$ cat src/rtl/ptw_responder.sv
// Two-client, two-level page-table walker with round-robin arbitration.
// Optional superpage leaves at level 0 enabled by PTW_SUPERPAGE_EN.
module ptw_responder #(
  parameter int VPN_W   = 20,
  parameter int PPN_W   = 32,
  parameter int PADDR_W = 34
) (
  input  logic               clk,
  input  logic               reset,
  input  logic [21:0]        ptbr,
  input  logic               io_imem_req_valid,
  output logic               io_imem_req_ready,
  input  logic [VPN_W-1:0]   io_imem_req_bits_vpn,
  output logic               io_imem_resp_valid,
  output logic               io_imem_resp_bits_error,
  output logic [PPN_W-1:0]   io_imem_resp_bits_ppn,
  input  logic               io_dmem_req_valid,
  output logic               io_dmem_req_ready,
  input  logic [VPN_W-1:0]   io_dmem_req_bits_vpn,
  output logic               io_dmem_resp_valid,
  output logic               io_dmem_resp_bits_error,
  output logic [PPN_W-1:0]   io_dmem_resp_bits_ppn,
  output logic               mem_req_valid,
  input  logic               mem_req_ready,
  output logic [PADDR_W-1:0] mem_req_addr,
  input  logic               mem_resp_valid,
  input  logic [31:0]        mem_resp_data
);

  typedef enum logic [1:0] {
    S_IDLE,
    S_REQ,
    S_WAIT,
    S_DONE
  } state_t;

  state_t           r_state;
  logic [VPN_W-1:0] r_vpn;
  logic             r_client;
  logic [21:0]      r_base;
  logic             r_level;
  logic             r_last_dmem;
  logic             r_mem_req_valid;

  logic             r_imem_valid;
  logic             r_imem_err;
  logic [PPN_W-1:0] r_imem_ppn;
  logic             r_dmem_valid;
  logic             r_dmem_err;
  logic [PPN_W-1:0] r_dmem_ppn;

  logic             w_idle;
  logic             w_grant_imem;
  logic             w_grant_dmem;
  logic             w_fire;
  logic [9:0]       w_idx;
  logic             w_pte_v;
  logic             w_pte_leaf;
  logic [21:0]      w_pte_ppn;
  logic             w_super_err;
  logic [21:0]      w_super_ppn;
  logic             w_done;
  logic             w_err;
  logic [21:0]      w_ppn;
  logic             w_unused;

  assign w_idle = (r_state == S_IDLE);

  // imem wins unless dmem also asks and imem was served last
  assign w_grant_imem = io_imem_req_valid &&
                        (!io_dmem_req_valid || r_last_dmem);
  assign w_grant_dmem = io_dmem_req_valid && !w_grant_imem;
  assign w_fire       = w_idle && (w_grant_imem || w_grant_dmem);

  assign io_imem_req_ready = w_idle && w_grant_imem;
  assign io_dmem_req_ready = w_idle && w_grant_dmem;

  assign w_idx = r_level ? r_vpn[9:0] : r_vpn[19:10];

  // Address derives only from state that is frozen during REQ
  assign mem_req_addr  = PADDR_W'({r_base, w_idx, 2'b00});
  assign mem_req_valid = r_mem_req_valid;

  assign w_pte_v    = mem_resp_data[0];
  assign w_pte_leaf = mem_resp_data[1];
  assign w_pte_ppn  = mem_resp_data[31:10];
  assign w_unused   = ^mem_resp_data[9:2];

`ifdef PTW_SUPERPAGE_EN
  assign w_super_err = |w_pte_ppn[9:0];
  assign w_super_ppn = {w_pte_ppn[21:10], r_vpn[9:0]};
`else
  assign w_super_err = 1'b1;
  assign w_super_ppn = '0;
`endif

  // Classify the returned PTE: descend, fault, or translate
  always_comb begin
    w_done = 1'b1;
    w_err  = 1'b1;
    w_ppn  = '0;
    if (!w_pte_v) begin
      w_err = 1'b1;
    end else if (!w_pte_leaf && !r_level) begin
      w_done = 1'b0;
    end else if (!w_pte_leaf) begin
      w_err = 1'b1;
    end else if (r_level) begin
      w_err = 1'b0;
      w_ppn = w_pte_ppn;
    end else begin
      w_err = w_super_err;
      w_ppn = w_super_err ? '0 : w_super_ppn;
    end
  end

  // Walk FSM with registered memory request and response outputs
  always_ff @(posedge clk or posedge reset) begin
    if (reset) begin
      r_state         <= S_IDLE;
      r_vpn           <= '0;
      r_client        <= 1'b0;
      r_base          <= '0;
      r_level         <= 1'b0;
      r_last_dmem     <= 1'b1;
      r_mem_req_valid <= 1'b0;
      r_imem_valid    <= 1'b0;
      r_imem_err      <= 1'b0;
      r_imem_ppn      <= '0;
      r_dmem_valid    <= 1'b0;
      r_dmem_err      <= 1'b0;
      r_dmem_ppn      <= '0;
    end else begin
      r_imem_valid <= 1'b0;
      r_dmem_valid <= 1'b0;
      unique case (r_state)
        S_IDLE: begin
          if (w_fire) begin
            r_vpn           <= w_grant_imem ? io_imem_req_bits_vpn
                                            : io_dmem_req_bits_vpn;
            r_client        <= w_grant_dmem;
            r_base          <= ptbr;
            r_level         <= 1'b0;
            r_mem_req_valid <= 1'b1;
            r_state         <= S_REQ;
          end
        end
        S_REQ: begin
          if (mem_req_ready) begin
            r_mem_req_valid <= 1'b0;
            r_state         <= S_WAIT;
          end
        end
        S_WAIT: begin
          if (mem_resp_valid) begin
            if (!w_done) begin
              r_base          <= w_pte_ppn;
              r_level         <= 1'b1;
              r_mem_req_valid <= 1'b1;
              r_state         <= S_REQ;
            end else begin
              r_state <= S_DONE;
              if (r_client) begin
                r_dmem_valid <= 1'b1;
                r_dmem_err   <= w_err;
                r_dmem_ppn   <= PPN_W'(w_ppn);
              end else begin
                r_imem_valid <= 1'b1;
                r_imem_err   <= w_err;
                r_imem_ppn   <= PPN_W'(w_ppn);
              end
            end
          end
        end
        S_DONE: begin
          r_last_dmem <= r_client;
          r_state     <= S_IDLE;
        end
        default: r_state <= S_IDLE;
      endcase
    end
  end

  assign io_imem_resp_valid      = r_imem_valid;
  assign io_imem_resp_bits_error = r_imem_err;
  assign io_imem_resp_bits_ppn   = r_imem_ppn;
  assign io_dmem_resp_valid      = r_dmem_valid;
  assign io_dmem_resp_bits_error = r_dmem_err;
  assign io_dmem_resp_bits_ppn   = r_dmem_ppn;

endmodule
$ cat config.mk
export PLATFORM = sky130hd
export DESIGN_NAME = ptw_responder
export DESIGN_NICKNAME = d
export VERILOG_FILES = /design/src/rtl/ptw_responder.sv
export SDC_FILE = /design/constraint.sdc
export NUM_CORES = 1
export LEC_CHECK = 0
export BUFFER_PORTS_ARGS = -buffer_cell sky130_fd_sc_hd__buf_2
export CAP_MARGIN = 10
export CORE_MARGIN = 5
export CORE_UTILIZATION = 45
export DETAILED_ROUTE_END_ITERATION = 16
export PLACE_DENSITY = 0.75
export SLEW_MARGIN = 5
export SYNTH_ARGS = -nofsm -noshare
export SYNTH_HDL_FRONTEND = slang
export SYNTH_SLANG_ARGS = --single-unit
$ cat constraint.sdc
create_clock -name clk -period 4.6 [get_ports clk]
set_input_delay 1.15 -clock clk [delete_from_list [all_inputs] [get_ports clk]]
set_output_delay 1.15 -clock clk [all_outputs]
set_load 0.05 [all_outputs]
# == Yosys cells after proc, flatten, opt, wreduce, memory -nomap -nowiden ==
# Cells that the tools add are included.
# classes
n_eq_ne,7
muxes,36
n_bitwise,1
reduce_logical,21
# op_table
op,n
$mux 22,7
$pmux 22 s2,1
$mux 20,1
$mux 1,19
$reduce_and 4->1,3
$mux 10,1
$mux 2,4
$pmux 2 s4,1
$logic_and 1x1->1,6
$ne 2x2->1 const B,3
$reduce_and 5->1,1
$eq 2x2->1 const B,2
$logic_not 1->1,4
$pmux 1 s3,1
$reduce_and 3->1,1
$reduce_bool 3->1,1
$eq 2x1->1 const B,1
$logic_not 2->1,1
$logic_or 1x1->1,2
$ne 2x1->1 const B,1
$pmux 1 s2,1
$reduce_and 2->1,1
$reduce_bool 2->1,1
$not 1->1,1
# word_totals
ff_bits,96
out_inout_bits,105
wordCells,78

# == Longest topological paths before layout ==
# Gate-level depths: netlist of the first run.
# depth
word_depth,9
depth_mapped,6

# == Worst setup path after synthesis of the first run ==
# Ideal clock, no wire load.
# synth_path
path_type,input -> output
from,input io_dmem_req_valid
to,output io_imem_req_ready
arrival_time_ps,2829
t_required_ps,3450
slack_ps,621
path_stages,2
path_buffers,0
cell_sequence,nor2b_1 > nor4_1
# synth_between
elab_chain_len,4
# synth_rtl
element,line,source
from (decl),17,"input logic io_dmem_req_valid,"
$logic_not 1->1,71,(!io_dmem_req_valid || r_last_dmem);
$logic_or 1x1->1,71,
$logic_and 1x1->1,70,assign w_grant_imem = io_imem_req_valid &&
$logic_and 1x1->1,75,assign io_imem_req_ready = w_idle && w_grant_imem;
to (decl),12,"output logic io_imem_req_ready,"
# Every way passes these cells.

# == Final worst setup path of the first run ==
# layout_path
from,input io_imem_req_valid
to,output io_imem_req_ready
# layout_between
elab_chain_len,2
# layout_rtl
element,line,source
from (decl),11,"input logic io_imem_req_valid,"
$logic_and 1x1->1,70,
$logic_and 1x1->1,75,
# Every way passes these cells.

==> results of run 1 <==
state kept, by name, indices dropped and copies added (netlist names):
| signal | count |
|---|---|
| io_dmem_resp_bits_ppn | 22 |
| io_imem_resp_bits_ppn | 22 |
| r_base | 22 |
| r_vpn | 20 |
| r_state | 2 |
| io_dmem_resp_bits_error | 1 |
| io_dmem_resp_valid | 1 |
| io_imem_resp_bits_error | 1 |
| io_imem_resp_valid | 1 |
| mem_req_valid | 1 |
| r_client | 1 |
| r_last_dmem | 1 |
| r_level | 1 |
final timing paths:
check | depth (start not counted) | endpoint | startpoint
min in group asynchronous | 2 | io_dmem_resp_bits_ppn[15] | reset
setup reg to reg | 4 | io_imem_resp_bits_ppn[2] | r_level
hold reg to reg | 1 | io_dmem_resp_bits_ppn[2] | io_dmem_resp_bits_ppn[2]
setup / recovery | 4 | io_imem_req_ready | io_imem_req_valid
hold / removal | 1 | io_dmem_resp_bits_ppn[2] | io_dmem_resp_bits_ppn[2]
max in group asynchronous | 3 | io_dmem_resp_bits_ppn[4] | reset
kinds of logic (layout without fill, tap and decap cells):
group	Yosys count	after routing	share of synthesized area, %
simple gates	62	62	9.22
flops	96	96	50.3
buf+inv	55	199	7.65
mux	101	101	24.1
compound gates	70	70	8.57
other cells	1	22	0.0785
critical path: cells and delay by family:
family | cells | cell delay, ns
simple gates | 1 | 0.44
buf+inv | 3 | 1.06
cell type report:
type / count / area [sq um]
Timing Repair Buffer: 179 / 908
Inverter: 4 / 17.5
Fill cell: 907 / 4530
Clock buffer: 9 / 124
Multi-Input combinational cell: 255 / 2090
Tap cell: 136 / 170
Sequential cell: 96 / 2400
Clock inverter: 7 / 80.1
power by group through the flow:
stage | Sequential (W) | Clock, W | Combinational, W
after global placement | 0.00125 | 0 | 0.00176
after floorplan | 0.00169 | 0 | 0.00103
after CTS | 0.00125 | 0.000580 | 0.00179
final | 0.00125 | 0.000562 | 0.00177
after global routing | 0.00129 | 0.000608 | 0.00189
after detailed placement | 0.00127 | 0 | 0.00179
through the flow:
step / cells / hold WS, ns / power [W] / cell area, sq um
floorplan: 406 / 0.509 / 0.00272 / 4850
global placement: 670 / 0.473 / 0.00301 / 5590
detailed placement: 670 / 0.478 / 0.00305 / 5590
CTS: 686 / 0.499 / 0.00362 / 5800
global route: 686 / 0.508 / 0.00379 / 5800
finish: 686 / 0.491 / 0.00359 / 5800
layout by cell type, fill, tap and decap left out, drive strengths merged, types with 2 or more instances in the layout:
master    instances
nand2             3
clkbuf            9
nor2b             2
a21oi            22
nor2              4
o21ai            23
clkinv            2
o2bb2ai           2
dfrtp            95
clkinvlp          2
and2             23
nand3b           21
a31oi            20
mux2            101
conb             22
buf             179
inv               6
per-layer routing:
metal  track usage [%]  vias up
met5                 0        -
met4              7.37        2
met3              4.71       21
met2              29.8      152
met1              22.8     1694
li1                  -     1640
==> results.yml, run 1 <==
grt:
  grt_pass1_vias: 3753
  overflow: 0
  grt_pass1_wl_mm: 18.6
  globalRouteTotalUtil_pct: 18.1
  antenna_found_initial: 1
  grt_start_max_net_pins: 65
worst_setup_path:
  cp_common_cell: "buf_2"
  slowest_stage: "nor4_1"
  worst_setup_path_end_kind: "primary output"
  r2r_slack_ns: 2.10
  critPathLaunchType: "input pin"
  cp_data_required_time_ns: 3.45
  max_stage_delay_ns: 0.44
  crit_arrival_ns: 2.65
  crit_chain: "buf_2, inv_1, nor4_1, buf_2"
  path_class: "in -> out"
  crit_fanout: 22
yosys:
  synth_top_area_share_pct: 49.8
  ys.flop_type: "dfrtp_1"
  synth_top_area_cell: "dfrtp_1"
  yosysSeqAreaShare_pct: 50.3
  avgSynthCellArea_sq_um: 12.4
  synthArstFlopShare_pct: 100
  syn_area_sq_mm: 0.00477
  synth_cells: 385
  yosysUniqueCellTypes: 35
  synth_edf_count: 0
  synth_most_common_cell: "dfrtp_1"
  synthTopCellsByCount: "95 x dfrtp_1, 91 x mux2_2, 25 x buf_4"
  ys_warn_count: 0
  netlist_top_cells_area: "dfrtp_1 50%, mux2_2 21%, buf_4 3.9%, nand3b_1 3.1%, and2_1 3.0%"
  synth-seq-cells: 96
die:
  dieArea_sq_mm: 0.0128
  initial_core_util_pct: 46.2
  core_sq_mm: 0.0103
  num_rows: 37
  io_pins: 205
  die_h_um: 113
  die_x_um: 113
routing:
  vias: 3509
  met2WireLength_mm: 5.57
  drt_iter0_drc: 157
  drtPass1Iterations: 4
  routed_via_density: 5.12
  met3_length_um: 979
  wl_met1_mm: 4.78
  wl_per_cell_um: 16.9
  wl_mm: 11.6
  postRouteAntennaNets: 0
  drc: 0
  top_layer: "met5"
clock_network:
  cts_root_buffer: "clkbuf_8"
  cts_resized: 0
  cts_made_buffers: 9
  cts_hold_buffers: 0
  clock_path_buffers: 2
  cts_tree: "done"
  clk_latency_ns: 0.36
  postCtsSetupBuffers: 0
  clkTransAtPathRegs_ns: 0.09
  htreeDepth: 3
  clock_sinks: 96
min_path:
  hold_path.class: "reg -> reg"
power:
  p_comb_share_pct: 49.5
  p_per_area_mw_per_mm2: 619
  pwr-share-seq_pct: 34.9
  power.switching_w: 0.00166
  switching_share_pct: 46.4
  leakage_nw: 2.92
  p_clk_share_pct: 15.7
  ir_worst_vdd_v: 0.000309
  p_int_w: 0.00192
placed_design:
  port_buffers: 174
  place.gp.congestion: 0.806
  dpl.hpwl_mm: 8.57
  place_ws_ns: 0.822
timing:
  min_period_ns: 3.80
  worstMarginPinSlew_ns: 0.952
  skew_ns: 0.0125
  relSlewSlack_pct: 36.3
  grt_setup_unrepaired: "false"
  setup_viol: 0
  drv_slew: 0
  finalSetupTns_ns: 0
  final.setup.worst_slack_ns: 0.803
  finalHoldViolCount: 0
  max_freq_mhz: 263
  fin_crit_sh_pct: 82.5
job:
  maxCapViolations: 0
outcome:
  status: "completed"
cells_and_area:
  n_antenna_cell: 0
  final_util_pct: 56.2
  fin_nets: 645
  drive_above_1_share_pct: 54.4
  area_growth_syn_to_layout_pct: 21.4
Power figures use the tool's default switching activity.
==> run 2, diff against run 1 <==
Settings changed: ABC_AREA set to 1, PLACE_DENSITY 0.75 to 0.76.
Clock period 4.6 ns to 3.8 ns, I/O delays scaled along.
==> results.yml, run 2 <==
clock_network:
  htreeDepth: 3
  cts_root_buffer: "clkbuf_8"
  cts_tree: "done"
  clock_path_buffers: 2
  clock_sinks: 96
  clkTransAtPathRegs_ns: 0.08
  clk_latency_ns: 0.35
  postCtsSetupBuffers: 0
  cts_resized: 0
  cts_made_buffers: 9
  cts_hold_buffers: 0
die:
  die_h_um: 111
  dieArea_sq_mm: 0.0124
  num_rows: 37
  initial_core_util_pct: 45.3
  core_sq_mm: 0.0102
  io_pins: 205
  die_x_um: 111
worst_setup_path:
  max_stage_delay_ns: 0.26
  crit_arrival_ns: 1.85
  worst_setup_path_end_kind: "primary output"
  slowest_stage: "buf_2"
  path_class: "in -> out"
  cp_data_required_time_ns: 2.85
  cp-startpoint: "io_dmem_req_valid"
  worst-path-stages: 6
  crit_fanout: 10
  worstRegToRegCells: 4
  crit_chain: "buf_2, nand2_1, nand2_1, nand3_1, inv_1, buf_2"
  crit_family: "buffers and inverters"
  critPathLaunchType: "input pin"
  r2r_end: "io_dmem_resp_bits_ppn[17]"
  path_buf_inv: 3
  setup.worst_path.end: "io_dmem_req_ready"
  r2r_slack_ns: 1.53
  timing.rr.start: "r_level"
grt:
  grt_start_max_net_pins: 90
  antenna_found_initial: 1
  globalRouteTotalUtil_pct: 20.8
  overflow: 0
  grt_pass1_vias: 4216
  grt_pass1_wl_mm: 21.1
timing:
  finalSetupTns_ns: 0
  max_freq_mhz: 357
  grt_setup_unrepaired: "false"
  relSlewSlack_pct: 34.4
  finalHoldViolCount: 0
  fin_crit_sh_pct: 73.7
  drv_slew: 0
  skew_ns: 0.00764
  worstMarginPinSlew_ns: 0.981
  setup_viol: 0
  min_period_ns: 2.80
  holdWs_ns: 0.476
job:
  maxCapViolations: 0
routing:
  drt_iter0_drc: 328
  routed_via_density: 4.83
  wl_per_cell_um: 14.7
  vias: 4271
  wl_mm: 13.0
  drtPass1Iterations: 5
  drc: 0
  postRouteAntennaNets: 0
power:
  p_per_area_mw_per_mm2: 882
  leakage_nw: 3.39
  power_w: 0.00500
  ir_worst_vdd_v: 0.000445
cells_and_area:
  final_cell_mix: "236 x nand2_1, 174 x buf_2, 95 x dfrtp_1"
  nFillCells: 1000
  drive_above_1_share_pct: 29.5
  area_growth_syn_to_layout_pct: 22.9
  final_common_cell: "nand2_1"
  fin_nets: 842
placed_design:
  dpl.hpwl_mm: 9.74
  place.gp.congestion: 0.887
  port_buffers: 174
yosys:
  synth_most_common_cell: "nand2_1"
  synth_cells: 583
  netlist_top_cells_area: "dfrtp_1 52%, nand2_1 19%, buf_4 4.2%, nor2_1 4.0%, o21ai_0 2.9%"
  yosysUniqueCellTypes: 24
  avgSynthCellArea_sq_um: 7.91
  synth-seq-cells: 96
  yosysSeqAreaShare_pct: 52.1
  synthArstFlopShare_pct: 100
  syn_area_sq_mm: 0.00461
  synth_edf_count: 0
  ys.flop_type: "dfrtp_1"
  ys_warn_count: 0
  synth_top_area_share_pct: 51.5
  synth_top_area_cell: "dfrtp_1"
  synthTopCellsByCount: "236 x nand2_1, 95 x dfrtp_1, 49 x nor2_1"
outcome:
  status: "completed"
min_path:
  hold_path.class: "reg -> reg"
run 2: cell type report:
type | instances | area [sq um] | share of cell area [%]
Clock buffer | 13 | 169 | 2.98
Inverter | 35 | 134 | 2.36
Tap cell | 136 | 170 | 3.00
Antenna cell | 1 | 2.50 | 0.0441
Multi-Input combinational cell | 420 | 1840 | 32.5
Sequential cell | 96 | 2400 | 42.4
Clock inverter | 3 | 15.0 | 0.265
Timing Repair Buffer | 180 | 936 | 16.5
run 2: cell families (layout without fill, tap and decap cells):
group	Yosys count	in the layout	synth area share, %
other cells	1	23	0.0813
flops	96	96	52.1
compound gates	71	71	8.43
simple gates	317	317	27.3
mux	10	10	2.44
buf+inv	88	231	9.71
run 2: stage by stage:
| stage | util (%) | area [sq um] | std cells | setup slack, ns |
|---|---|---|---|---|
| 6_report | 55.7 | 5670 | 884 | 1.00 |
| 5_1_grt | 55.7 | 5670 | 884 | 0.954 |
| 4_1_cts | 55.4 | 5640 | 882 | 1.00 |
| 3_5_place_dp | 53.6 | 5460 | 866 | 1.01 |
| 3_3_place_gp | 53.6 | 5460 | 866 | 1.04 |
| 2_1_floorplan | - | 4690 | 604 | 0.346 |
run 2: routing by layer:
layer | vias to the layer above | track usage, % | part of all wire, %
met5 | - | 0 | 0
met4 | 0 | 6.81 | 1.1
met3 | 13 | 3.93 | 6.2
met2 | 133 | 34.4 | 50
met1 | 2026 | 27.5 | 43
li1 | 2099 | - | -
run 2: worst min path at each step:
stage / start / to / slack, ns / cells past startpoint
3_3_place_gp: r_base[18] / r_base[18] / 0.45 / 2
6_report: r_base[18] / r_base[18] / 0.48 / 2
3_5_place_dp: r_base[0] / r_base[0] / 0.46 / 2
2_1_floorplan: r_client / r_last_dmem / 0.50 / 2
4_1_cts: r_base[0] / r_base[0] / 0.48 / 2
5_1_grt: r_base[17] / r_base[17] / 0.50 / 2
run 2: power by group:
| group | leakage (nW) | internal, W | switching, W |
|---|---|---|---|
| Clock | 0.0992 | 0.000289 | 0.000329 |
| Combinational | 2.06 | 0.000650 | 0.00209 |
| Sequential | 1.23 | 0.00140 | 0.000239 |
| Total | 3.39 | 0.00234 | 0.00266 |
run 2: worst register-to-register path, cell delays in order (launching register included):
cell     delay [ns]
dfrtp_1        0.69
nand3_1        0.82
nor2_1         0.49
nand2_1        0.11
nand2_1        0.10
